### src/rtl/efuse_aen_pulse_seq.sv
// Multi-bank eFuse AEN strobe sequencer: setup gap, op-specific AEN pulse, hold gap, with
// same-address skip, manual bypass and sticky status toward the controller register file.
module efuse_aen_pulse_seq #(
  parameter int ADDR_W   = 8,
  parameter int CNT_W    = 10,
  parameter int NUM_BANK = 2,
  parameter int BANK_W   = (NUM_BANK > 1) ? $clog2(NUM_BANK) : 1
) (
  input  logic                clk,
  input  logic                rst,
  input  logic                cfg_reg_mode,
  input  logic [CNT_W-1:0]    cfg_tpgm,
  input  logic [CNT_W-1:0]    cfg_trd,
  input  logic [CNT_W-1:0]    cfg_tgap,
  input  logic                sw_aen,
  input  logic [BANK_W-1:0]   sw_bank,
  input  logic                req_valid,
  output logic                req_ready,
  input  logic                req_pgm,
  input  logic                req_rd,
  input  logic                req_force,
  input  logic [BANK_W-1:0]   req_bank,
  input  logic [ADDR_W-1:0]   req_addr,
  output logic [NUM_BANK-1:0] efuse_aen,
  output logic [ADDR_W-1:0]   efuse_addr,
  output logic                done_pulse,
  output logic                done_sts,
  output logic                err_sts,
  output logic                skip_sts,
  output logic                busy
);

  typedef enum logic [1:0] {S_IDLE, S_SETUP, S_PULSE, S_HOLD} state_e;

  state_e              state_q;
  logic [CNT_W-1:0]    cnt_q;
  logic [CNT_W-1:0]    gap_q;
  logic [CNT_W-1:0]    wid_q;
  logic [BANK_W-1:0]   bank_q;
  logic                pgm_q;
  logic                last_valid_q;
  logic                pulse_on_q;
  logic [NUM_BANK-1:0] aen_q;
  logic [ADDR_W-1:0]   addr_q;
  logic                done_pulse_q;
  logic                done_sts_q;
  logic                err_sts_q;
  logic                skip_sts_q;

  logic                accept;
  logic                legal;
  logic                same_op;
  logic [CNT_W-1:0]    req_wid;

  function automatic logic [NUM_BANK-1:0] bank_onehot(input logic [BANK_W-1:0] b);
    logic [NUM_BANK-1:0] v;
    v = '0;
    for (int i = 0; i < NUM_BANK; i++) v[i] = (b == BANK_W'(i));
    return v;
  endfunction

  assign req_ready = cfg_reg_mode & (state_q == S_IDLE) & ~done_pulse_q;
  assign accept    = req_valid & req_ready;
  assign legal     = req_pgm ^ req_rd;
  assign same_op   = last_valid_q & ~req_force & (req_bank == bank_q) &
                     (req_addr == addr_q) & (req_pgm == pgm_q);
  assign req_wid   = req_pgm ? ((cfg_tpgm == '0) ? CNT_W'(1) : cfg_tpgm)
                             : ((cfg_trd  == '0) ? CNT_W'(1) : cfg_trd);

  // NOTE: sequential state uses <= only, so every branch below reads pre-edge values;
  // blocking assignments here would let later statements see half-updated state.
  always_ff @(posedge clk) begin
    if (rst) begin
      state_q      <= S_IDLE;
      cnt_q        <= '0;
      gap_q        <= '0;
      wid_q        <= '0;
      bank_q       <= '0;
      pgm_q        <= 1'b0;
      last_valid_q <= 1'b0;
      pulse_on_q   <= 1'b0;
      aen_q        <= '0;
      addr_q       <= '0;
      done_pulse_q <= 1'b0;
      done_sts_q   <= 1'b0;
      err_sts_q    <= 1'b0;
      skip_sts_q   <= 1'b0;
    end else begin
      done_pulse_q <= 1'b0;
      if (!cfg_reg_mode) begin
        // Bypass aborts any op with AEN low; once idle, AEN follows sw_aen a cycle later.
        aen_q        <= (state_q == S_IDLE && sw_aen) ? bank_onehot(sw_bank) : '0;
        state_q      <= S_IDLE;
        cnt_q        <= '0;
        pulse_on_q   <= 1'b0;
        last_valid_q <= 1'b0;
      end else begin
        case (state_q)
          S_IDLE: begin
            aen_q <= '0;
            if (accept) begin
              addr_q <= req_addr;
              if (!legal) begin
                err_sts_q    <= 1'b1;
                skip_sts_q   <= 1'b0;
                done_pulse_q <= 1'b1;
                done_sts_q   <= 1'b1;
                last_valid_q <= 1'b0;
              end else if (same_op) begin
                err_sts_q    <= 1'b0;
                skip_sts_q   <= 1'b1;
                done_pulse_q <= 1'b1;
                done_sts_q   <= 1'b1;
              end else begin
                err_sts_q    <= 1'b0;
                skip_sts_q   <= 1'b0;
                done_sts_q   <= 1'b0;
                last_valid_q <= 1'b1;
                bank_q       <= req_bank;
                pgm_q        <= req_pgm;
                gap_q        <= cfg_tgap;
                wid_q        <= req_wid;
                cnt_q        <= '0;
                state_q      <= (cfg_tgap != '0) ? S_SETUP : S_PULSE;
              end
            end
          end
          S_SETUP: begin
            if (cnt_q == gap_q - CNT_W'(1)) begin
              cnt_q   <= '0;
              state_q <= S_PULSE;
            end else begin
              cnt_q <= cnt_q + CNT_W'(1);
            end
          end
          S_PULSE: begin
            // The first PULSE cycle only raises AEN; it then stays high for exactly wid_q cycles.
            if (!pulse_on_q) begin
              pulse_on_q <= 1'b1;
              aen_q      <= bank_onehot(bank_q);
            end else if (cnt_q == wid_q - CNT_W'(1)) begin
              pulse_on_q <= 1'b0;
              aen_q      <= '0;
              cnt_q      <= '0;
              if (gap_q == '0) begin
                state_q      <= S_IDLE;
                done_pulse_q <= 1'b1;
                done_sts_q   <= 1'b1;
              end else begin
                state_q <= S_HOLD;
              end
            end else begin
              cnt_q <= cnt_q + CNT_W'(1);
            end
          end
          S_HOLD: begin
            aen_q <= '0;
            if (cnt_q == gap_q - CNT_W'(1)) begin
              cnt_q        <= '0;
              state_q      <= S_IDLE;
              done_pulse_q <= 1'b1;
              done_sts_q   <= 1'b1;
            end else begin
              cnt_q <= cnt_q + CNT_W'(1);
            end
          end
          default: state_q <= S_IDLE;
        endcase
      end
    end
  end

  assign efuse_aen  = aen_q;
  assign efuse_addr = addr_q;
  assign done_pulse = done_pulse_q;
  assign done_sts   = done_sts_q;
  assign err_sts    = err_sts_q;
  assign skip_sts   = skip_sts_q;
  assign busy       = (state_q != S_IDLE);

endmodule

### config.mk
export PLATFORM = sky130hd
export DESIGN_NAME = efuse_aen_pulse_seq
export DESIGN_NICKNAME = d
export VERILOG_FILES = /design/src/rtl/efuse_aen_pulse_seq.sv
export SDC_FILE = /design/constraint.sdc
export NUM_CORES = 1
export LEC_CHECK = 0
export CAP_MARGIN = 20
export CORE_ASPECT_RATIO = 0.9
export CORE_UTILIZATION = 35
export CTS_CLUSTER_SIZE = 28
export DETAILED_ROUTE_END_ITERATION = 7
export PLACE_DENSITY = 0.62
export SETUP_SLACK_MARGIN = 0.05
export SYNTH_ARGS = -nofsm -noshare
export SYNTH_HDL_FRONTEND = slang
export SYNTH_SLANG_ARGS = --single-unit
### constraint.sdc
create_clock -name clk -period 2.65 [get_ports clk]
set_clock_uncertainty 0.1 [all_clocks]
set_input_delay 0.53 -clock clk [delete_from_list [all_inputs] [get_ports clk]]
set_output_delay 0.53 -clock clk [all_outputs]
set_load 0.005 [all_outputs]
==> impl_metrics.tcl, run 1 <==
set metrics [dict create \
    grt_antenna_before_repair 0 \
    critPathLaunchType "flip-flop" \
    irDropWorstVdd_mv 0.217 \
    final_util_pct 48.9 \
    hold_viol_final 0 \
    start_util_pct 36.2 \
    clock_latency_ns 0.31 \
    grt_pass1_wl_microns 14700 \
    synth.distinct_cells 63 \
    port_buffers 63 \
    hold_ws_ns 0.366 \
    ctsHoldBuffers 0 \
    die_h_microns 94.4 \
    slew_viol_final 0 \
    netlist_instances 414 \
    dpl_cell_area_sq_mm 0.00421 \
    p_int_mw 1.27 \
    worst_pin_slew_ns 0.430 \
    critPathRequiredTime_ns 2.77 \
    power_density_mw_per_mm2 399 \
    netlist_area_sq_mm 0.00332 \
    finish.net_count 548 \
    crit_type "reg -> reg" \
    n_antenna_cell 0 \
    grt_overflow 0 \
    fp.dieArea_sq_mm 0.00987 \
    io_pins 64 \
    drt_iter0_drc 154 \
    clk_root_buffer_cell "clkbuf_8" \
    syn_area_per_cell_sq_um 8.01 \
    ant_nets 0 \
    routed_wl_microns 8790 \
    syn_to_final_growth_pct 35.0 \
    clkPwrFrac_pct 28.1 \
    cts_buffer_depth 2 \
    crit_arrival_ns 2.63 \
    synth_flop_cell "dfxtp_1" \
    grt_pass1_vias 3073 \
    rsz0062_at_grt "false" \
    dr_total_vias 3230 \
    switching_share_pct 29.1 \
    tritoncts "built" \
    drive_gt1_share_pct 16.2 \
    clock.fmax_mhz 399 \
    ys.warnings.count 0 \
    p_comb_share_pct 26.3 \
    drc 0 \
    dr.pass1.iters 5 \
    synth-edff-count 0 \
    grt_max_degree 36 \
    wl_per_cell_microns 14.3 \
    crit_path_end_kind "flip-flop" \
    globalplace.congestion 0.822 \
    cts.clk_slew.worst_paths_ns 0.09 \
    setup_viol_count_final 0 \
    period_needed_ns 2.50 \
    dp.cells 603 \
    die_x_microns 105 \
    final_cell_area_sq_mm 0.00448 \
    drv_cap 0 \
    cts-buffers-inserted 5 \
    hp-class "reg -> reg" \
    finalPower_mw 1.79 \
    pre_cts_ws_ns -0.195 \
    tns_ns 0 \
    relSlewSlack_pct 71.3 \
    std_cell_rows 33 \
    coreArea_sq_mm 0.00917 \
    p_seq_share_pct 45.6 \
    viasPerCell 5.25 \
    fin_ws_ns 0.147 \
    ys_seq_elements 50 \
    cts_sinks 50 \
    status "completed" \
    htreeDepth 2 \
    p_sw_mw 0.519 \
    fin_cells 615 \
    seq_area_frac_synth_pct 30.2 \
    fin_crit_sh_pct 94.5 \
    dp_hpwl_microns 6780 \
    ys_async_sr_fraction_pct 0 \
    track_usage_pct 18.2 \
    syn_nets 470 \
    path_max_fanout 4 \
    nFillCells 903 \
    p_leak_nw 1.58 \
]
[per-layer routing]
metal	wire [microns]	share of wire, %	global-route usage (%)
met5	0	0	0
met4	58	0.66	4.23
met3	438	5.0	3.80
met2	4010	46	30.4
met1	4290	49	24.3
[final timing paths]
kind,start,to,slack (ns),cells after the start
worst max-delay path,wid_q[0],efuse_aen[1],0.15,10
worst min-delay path,skip_sts,skip_sts,0.37,2
worst max register to register,wid_q[0],efuse_aen[1],0.15,10
worst min register to register,skip_sts,skip_sts,0.37,2
[flip-flops by register name (all words and copies together), names as in the netlist, 2 cells and up]
register	cells
cnt_q	10
efuse_aen	2
state_q	2
gap_q	10
efuse_addr	8
wid_q	10
[critical path, stage by stage (launching register included)]
cell,delay (ns)
dfxtp_1,0.32
buf_4,0.14
or4_1,0.53
o221ai_2,0.17
o211ai_1,0.13
o2111ai_2,0.23
buf_6,0.16
nor2_2,0.05
o21ba_4,0.24
nand2b_4,0.14
a311oi_1,0.20
[cell usage in the layout, fill, tap and decap left out, types with 5 or more instances in the layout]
cell type / instances
clkdlybuf4s50_1: 61
nand3_1: 11
clkbuf_8: 7
nor3_1: 12
o21ai_0: 10
nor2b_1: 8
nor2_1: 52
a211oi_1: 12
nand2_1: 32
buf_4: 28
xnor2_1: 26
nand4_1: 5
o211ai_1: 5
mux2i_1: 14
ha_1: 6
nand2b_1: 16
xor2_1: 6
inv_1: 10
a21oi_1: 26
dfxtp_1: 48
[power groups by stage]
stage	Combinational [mW]	Clock (mW)	Sequential [mW]
6_report	0.471	0.501	0.815
2_1_floorplan	0.263	0	0.820
5_1_grt	0.515	0.553	0.820
4_1_cts	0.446	0.520	0.814
3_5_place_dp	0.442	0	0.831
3_3_place_gp	0.436	0	0.830
[timing repair]
item / CTS / global route
hold endpoints to repair: 0 / 0
gates resized for setup: 2 / 30
setup endpoints to repair: 5 / 16
buffers inserted: 0 / 4
pin swaps: 0 / 12
[kinds of logic (layout without fill, tap and decap cells)]
group           after synthesis  count (layout)  synth area share, %
xor+xnor                     33              33                 8.71
compound gates              101             101                 22.3
buf+inv                      34             113                 4.41
mux                          14              14                 4.22
simple gates                174             174                 27.2
fa+ha+maj                     8               8                 3.02
flops                        50              50                 30.2
[synthesized netlist by cell type (all sizes together), types with 2 or more instances]
cell,instances,area [sq um]
nor2,54,205
dfxtp,50,1000
nand2,33,126
a21oi,27,135
xnor2,26,228
nand2b,17,106
nor3,17,96.4
o21ai,15,82.6
a211oi,14,105
clkbuf,14,52.6
mux2i,14,140
inv,12,45.0
nand3,11,55.1
buf,8,48.8
ha,8,100
nor2b,8,50.1
xor2,7,61.3
nor4,6,43.8
nand4,5,31.3
o211ai,5,37.5
o221ai,5,50.0
or4,5,45.0
a31oi,4,25.0
and3,4,25.0
nand3b,4,30.0
o21a,4,37.5
a311oi,3,26.3
o2111ai,3,38.8
o31ai,3,22.5
a211o,2,17.5
a21boi,2,15.0
a22o,2,17.5
a31o,2,17.5
and2,2,12.5
and3b,2,17.5
nor3b,2,20.0
o21bai,2,15.0
[area by class of cell]
type	instances	area, sq um	area share, %
multi-input combinational	330	2290	51.2
sequential	50	1010	22.5
timing repair buffer	93	877	19.6
tap	122	153	3.41
clock buffer	7	96.3	2.15
inverter	12	45.0	1.01
clock inverter	1	8.76	0.196
Note: power is estimated with default switching activity, not from simulation.
==> inputs of run 2 (changes only) <==
Settings changed: CORE_MARGIN from default to 3, CORE_UTILIZATION 35 to 40, PLACE_DENSITY 0.62 to 0.69.
==> impl_metrics.tcl, run 2 (synthesis gave the netlist of run 1 again) <==
set metrics [dict create \
    die_h_microns 92.4 \
    hp-class "reg -> reg" \
    max_stage_delay_ns 0.52 \
    path_cells "clkdlybuf4s50_1 -> xor2_2 -> nand3_2 -> o21a_1 -> or4_4 -> o21ai_2 -> a21oi_1 -> nor2b_1" \
    worst_pin_slew_ns 0.416 \
    reg.largest.list "cnt_q x10, gap_q x10, wid_q x10" \
    drc 0 \
    period_needed_ns 2.51 \
    io_pins 64 \
    htreeDepth 2 \
    fin_crit_sh_pct 94.9 \
    fp.dieArea_sq_mm 0.00942 \
    critPathSlowestCell "clkdlybuf4s50_1" \
    grt_pass1_vias 3082 \
    crit_arrival_ns 2.65 \
    tritoncts "built" \
    crit_type "in -> reg" \
    grt_overflow 0 \
    clock_latency_ns 0.31 \
    drv_cap 0 \
    p_leak_nw 1.57 \
    critPathLaunchType "input pin" \
    syn_to_final_growth_pct 33.2 \
    fin_cells 588 \
    final_cell_mix "clkdlybuf4s50_1 (61), nor2_1 (51), dfxtp_1 (44)" \
    dr.pass1.iters 4 \
    critPathRequiredTime_ns 2.79 \
    cts_sinks 50 \
    power_density_mw_per_mm2 413 \
    relSlewSlack_pct 72.0 \
    status "completed" \
    finish.net_count 547 \
    hold_viol_final 0 \
    dp.cells 576 \
    ant_nets 0 \
    viasPerCell 5.52 \
    fin_ws_ns 0.136 \
    std_cell_rows 30 \
    globalplace.congestion 0.874 \
    cts.clk_slew.worst_paths_ns 0.09 \
    clk_root_buffer_cell "clkbuf_8" \
    grt_antenna_before_repair 0 \
    port_buffers 63 \
    drive_gt1_share_pct 16.3 \
    grt_max_degree 36 \
    path_max_fanout 6 \
    layout_commonest_cell "clkdlybuf4s50_1" \
    die_x_microns 102 \
    irDropWorstVdd_mv 0.260 \
    slew_viol_final 0 \
    cts-buffers-inserted 5 \
    coreArea_sq_mm 0.00781 \
    tns_ns 0 \
    crit_path_end_kind "flip-flop" \
    n_antenna_cell 0 \
    dp_hpwl_microns 6740 \
    track_usage_pct 18.5 \
    grt_pass1_wl_microns 14400 \
    setup_viol_count_final 0 \
    dr_total_vias 3247 \
    clock.fmax_mhz 398 \
    cts_buffer_depth 2 \
    wl_per_cell_microns 15.0 \
    drt_iter0_drc 147 \
    start_util_pct 42.5 \
    pre_cts_ws_ns -0.242 \
    routed_wl_microns 8830 \
    rsz0062_at_grt "true" \
]
==> run 2: timing repair <==
item,in CTS,in global routing
gates resized for setup,0,31
endpoints found under the setup margin,2,19
hold buffers,0,0
gates cloned,0,0
pin swaps,1,7
buffers inserted,1,3
==> run 2: final timing paths <==
kind,start,to,slack (ns),depth (start not counted)
max,req_rd,cnt_q[4],0.14,8
min reg2reg,skip_sts,skip_sts,0.38,2
min,skip_sts,skip_sts,0.38,2
max reg2reg,gap_q[4],cnt_q[9],0.18,10
==> run 2: worst max-delay path, delay by kind of cell <==
kind	cells	cell delay, ns
buffers and inverters	1	0.52
AND/OR/NAND/NOR	3	0.74
XOR/XNOR	1	0.23
AO/OA/AOI/OAI	3	0.63
==> run 2: metal layers <==
layer / part of all wire [%] / global-route usage (%) / vias to the layer above
li1: - / - / 1647
met1: 48 / 25.9 / 1534
met2: 47 / 29.2 / 59
met3: 3.5 / 2.79 / 7
met4: 0.86 / 5.14 / 0
met5: 0 / 0 / -
==> run 2: final cells by class <==
type,instances,area (sq um)
Fill cell,711,3390
Multi-Input combinational cell,330,2260
Sequential cell,50,1010
Timing Repair Buffer,92,866
Tap cell,96,120
Clock buffer,5,68.8
Inverter,12,45.0
Clock inverter,3,43.8
==> run 2: where the power goes <==
| group | leakage (nW) | switching, mW | internal (mW) | total [mW] |
|---|---|---|---|---|
| combinational | 1.10 | 0.220 | 0.245 | 0.464 |
| clock | 0.0585 | 0.264 | 0.283 | 0.547 |
| sequential | 0.409 | 0.0355 | 0.780 | 0.815 |
==> run 2: per-stage QoR <==
stage	utilization, %	power (mW)	instance area [sq um]	hold slack [ns]
2_1_floorplan	-	1.08	3320	0.348
6_report	56.6	1.83	4420	0.383
3_3_place_gp	53.4	1.26	4170	0.358
3_5_place_dp	53.4	1.27	4170	0.361
4_1_cts	55.0	1.82	4290	0.374
5_1_grt	56.6	1.92	4420	0.417
==> patch, RTL diff (settings of run 2) <==
Add an input register stage for `cfg_tpgm`; this delays it by one clock. The other inputs are not delayed to match.
--- a/src/rtl/efuse_aen_pulse_seq.sv
+++ b/src/rtl/efuse_aen_pulse_seq.sv
@@ -32,6 +32,12 @@
 
   typedef enum logic [1:0] {S_IDLE, S_SETUP, S_PULSE, S_HOLD} state_e;
 
+  logic [CNT_W-1:0] cfg_tpgm_q;
+
+  always_ff @(posedge clk) begin
+    cfg_tpgm_q <= cfg_tpgm;
+  end
+
   state_e              state_q;
   logic [CNT_W-1:0]    cnt_q;
   logic [CNT_W-1:0]    gap_q;
@@ -64,7 +70,7 @@
   assign legal     = req_pgm ^ req_rd;
   assign same_op   = last_valid_q & ~req_force & (req_bank == bank_q) &
                      (req_addr == addr_q) & (req_pgm == pgm_q);
-  assign req_wid   = req_pgm ? ((cfg_tpgm == '0) ? CNT_W'(1) : cfg_tpgm)
+  assign req_wid   = req_pgm ? ((cfg_tpgm_q == '0) ? CNT_W'(1) : cfg_tpgm_q)
                              : ((cfg_trd  == '0) ? CNT_W'(1) : cfg_trd);
 
   // NOTE: sequential state uses <= only, so every branch below reads pre-edge values;
Behaviour: not the same (Yosys sat finds a counterexample within 4 cycles, from zero or initial values and one cycle with rst high).
==> patch against run 2 <==
  * Highest routed layer unchanged
  * Design area rose by 4.3%
  * Die area rose by 5.4%
  * Power rose by 22%
  * Global-route usage fell by 0.25 points
  * Synthesized area rose by 5.8%
  * Sequential cell count rose by 10
  * Largest power group unchanged
  * Critical path type is now flop to output pin
  * Worst setup slack improved by 0.026 ns
  * Routed wire length rose by 0.16%
==> patch: results (changes against run 2) <==
* Status: finished, final reports clean
* IR drop worst, VDD at 0.295 mV (+14%)
* Critical Path AT at 1.86 ns (-0.79 ns)
* Met2 Track Usage GR at 0.301 (+0.00962)
* Worst Hold End: err_sts
* M1 wire length at 4090 µm (-4.1%)
* Seq/Total Area, Yosys at 0.342 (+0.0405)
* Setup crit start: state_q[1]
* Power per cell area at 482 nW/µm² (+17%)
* Routed vias at 3309 (+1.9%)
* Core area at 8300 µm² (+6.3%)
* Syn-to-layout area delta at 31.3%
* Sequential cell area share at 0.261 (+0.0323)
* Multi-input combinational area share at 0.474 (-0.0386)
* Post-DP HPWL at 6640 µm (-1.4%)
* Repair and plain buffers at 89 (-3.3%)
* Met2 WL post-DR at 4110 µm (-1.7%)
* Place WS at -0.106 ns (+0.137 ns)
* Slew @ Worst Pin at 0.516 ns (+0.100 ns)
* CP endpoint: req_ready
* Worst hold slack at 0.372 ns (-0.0118 ns)
* Layout non-clock buf frac at 0.179 (-0.0168)
* Met1 Use GR at 0.229 (-0.0307)
* P_leak at 0.00176 µW (+12%)
* DR WL/cell at 14.1 µm (-6.2%)
* Synth top cells by count: 62 x nand2_1, 60 x dfxtp_1, 41 x nor2_1
* DP Cell Count at 611 (+6.1%)
## patch: cell count changes after synthesis, moves of 6 or more
cell / delta
clkbuf_1: +6
a221oi_1: +9
a211oi_1: -6
xnor2_1: -11
xor2_1: +10
nand2_1: +30
a21o_1: +9
a21oi_1: +7
nor2_1: -12
dfxtp_1: +10
## patch: repair_timing
action                                  CTS  global route
endpoints found under the hold margin     0             0
setup buffers                             0             1
hold buffers                              0             0
endpoints found under the setup margin    0             9
gates resized for setup                   0            10
## patch: logic make-up (layout without fill, tap and decap cells)
family                   Yosys count  after routing  synth area share
XOR/XNOR                          33             33            0.0845
adder cells (fa/ha/maj)            8              8            0.0285
buffers and inverters             40            119            0.0463
multiplexers                      13             13            0.0396
AND/OR/NAND/NOR                  176            176             0.247
AO/OA/AOI/OAI                    104            104             0.212
flip-flops                        60             60             0.342
## patch: tightest hold or removal path: cells and delay by family, from the launching register on
family | cells | cell delay, ns
compound gates | 1 | 0.05
flops | 1 | 0.32
simple gates | 1 | 0.06
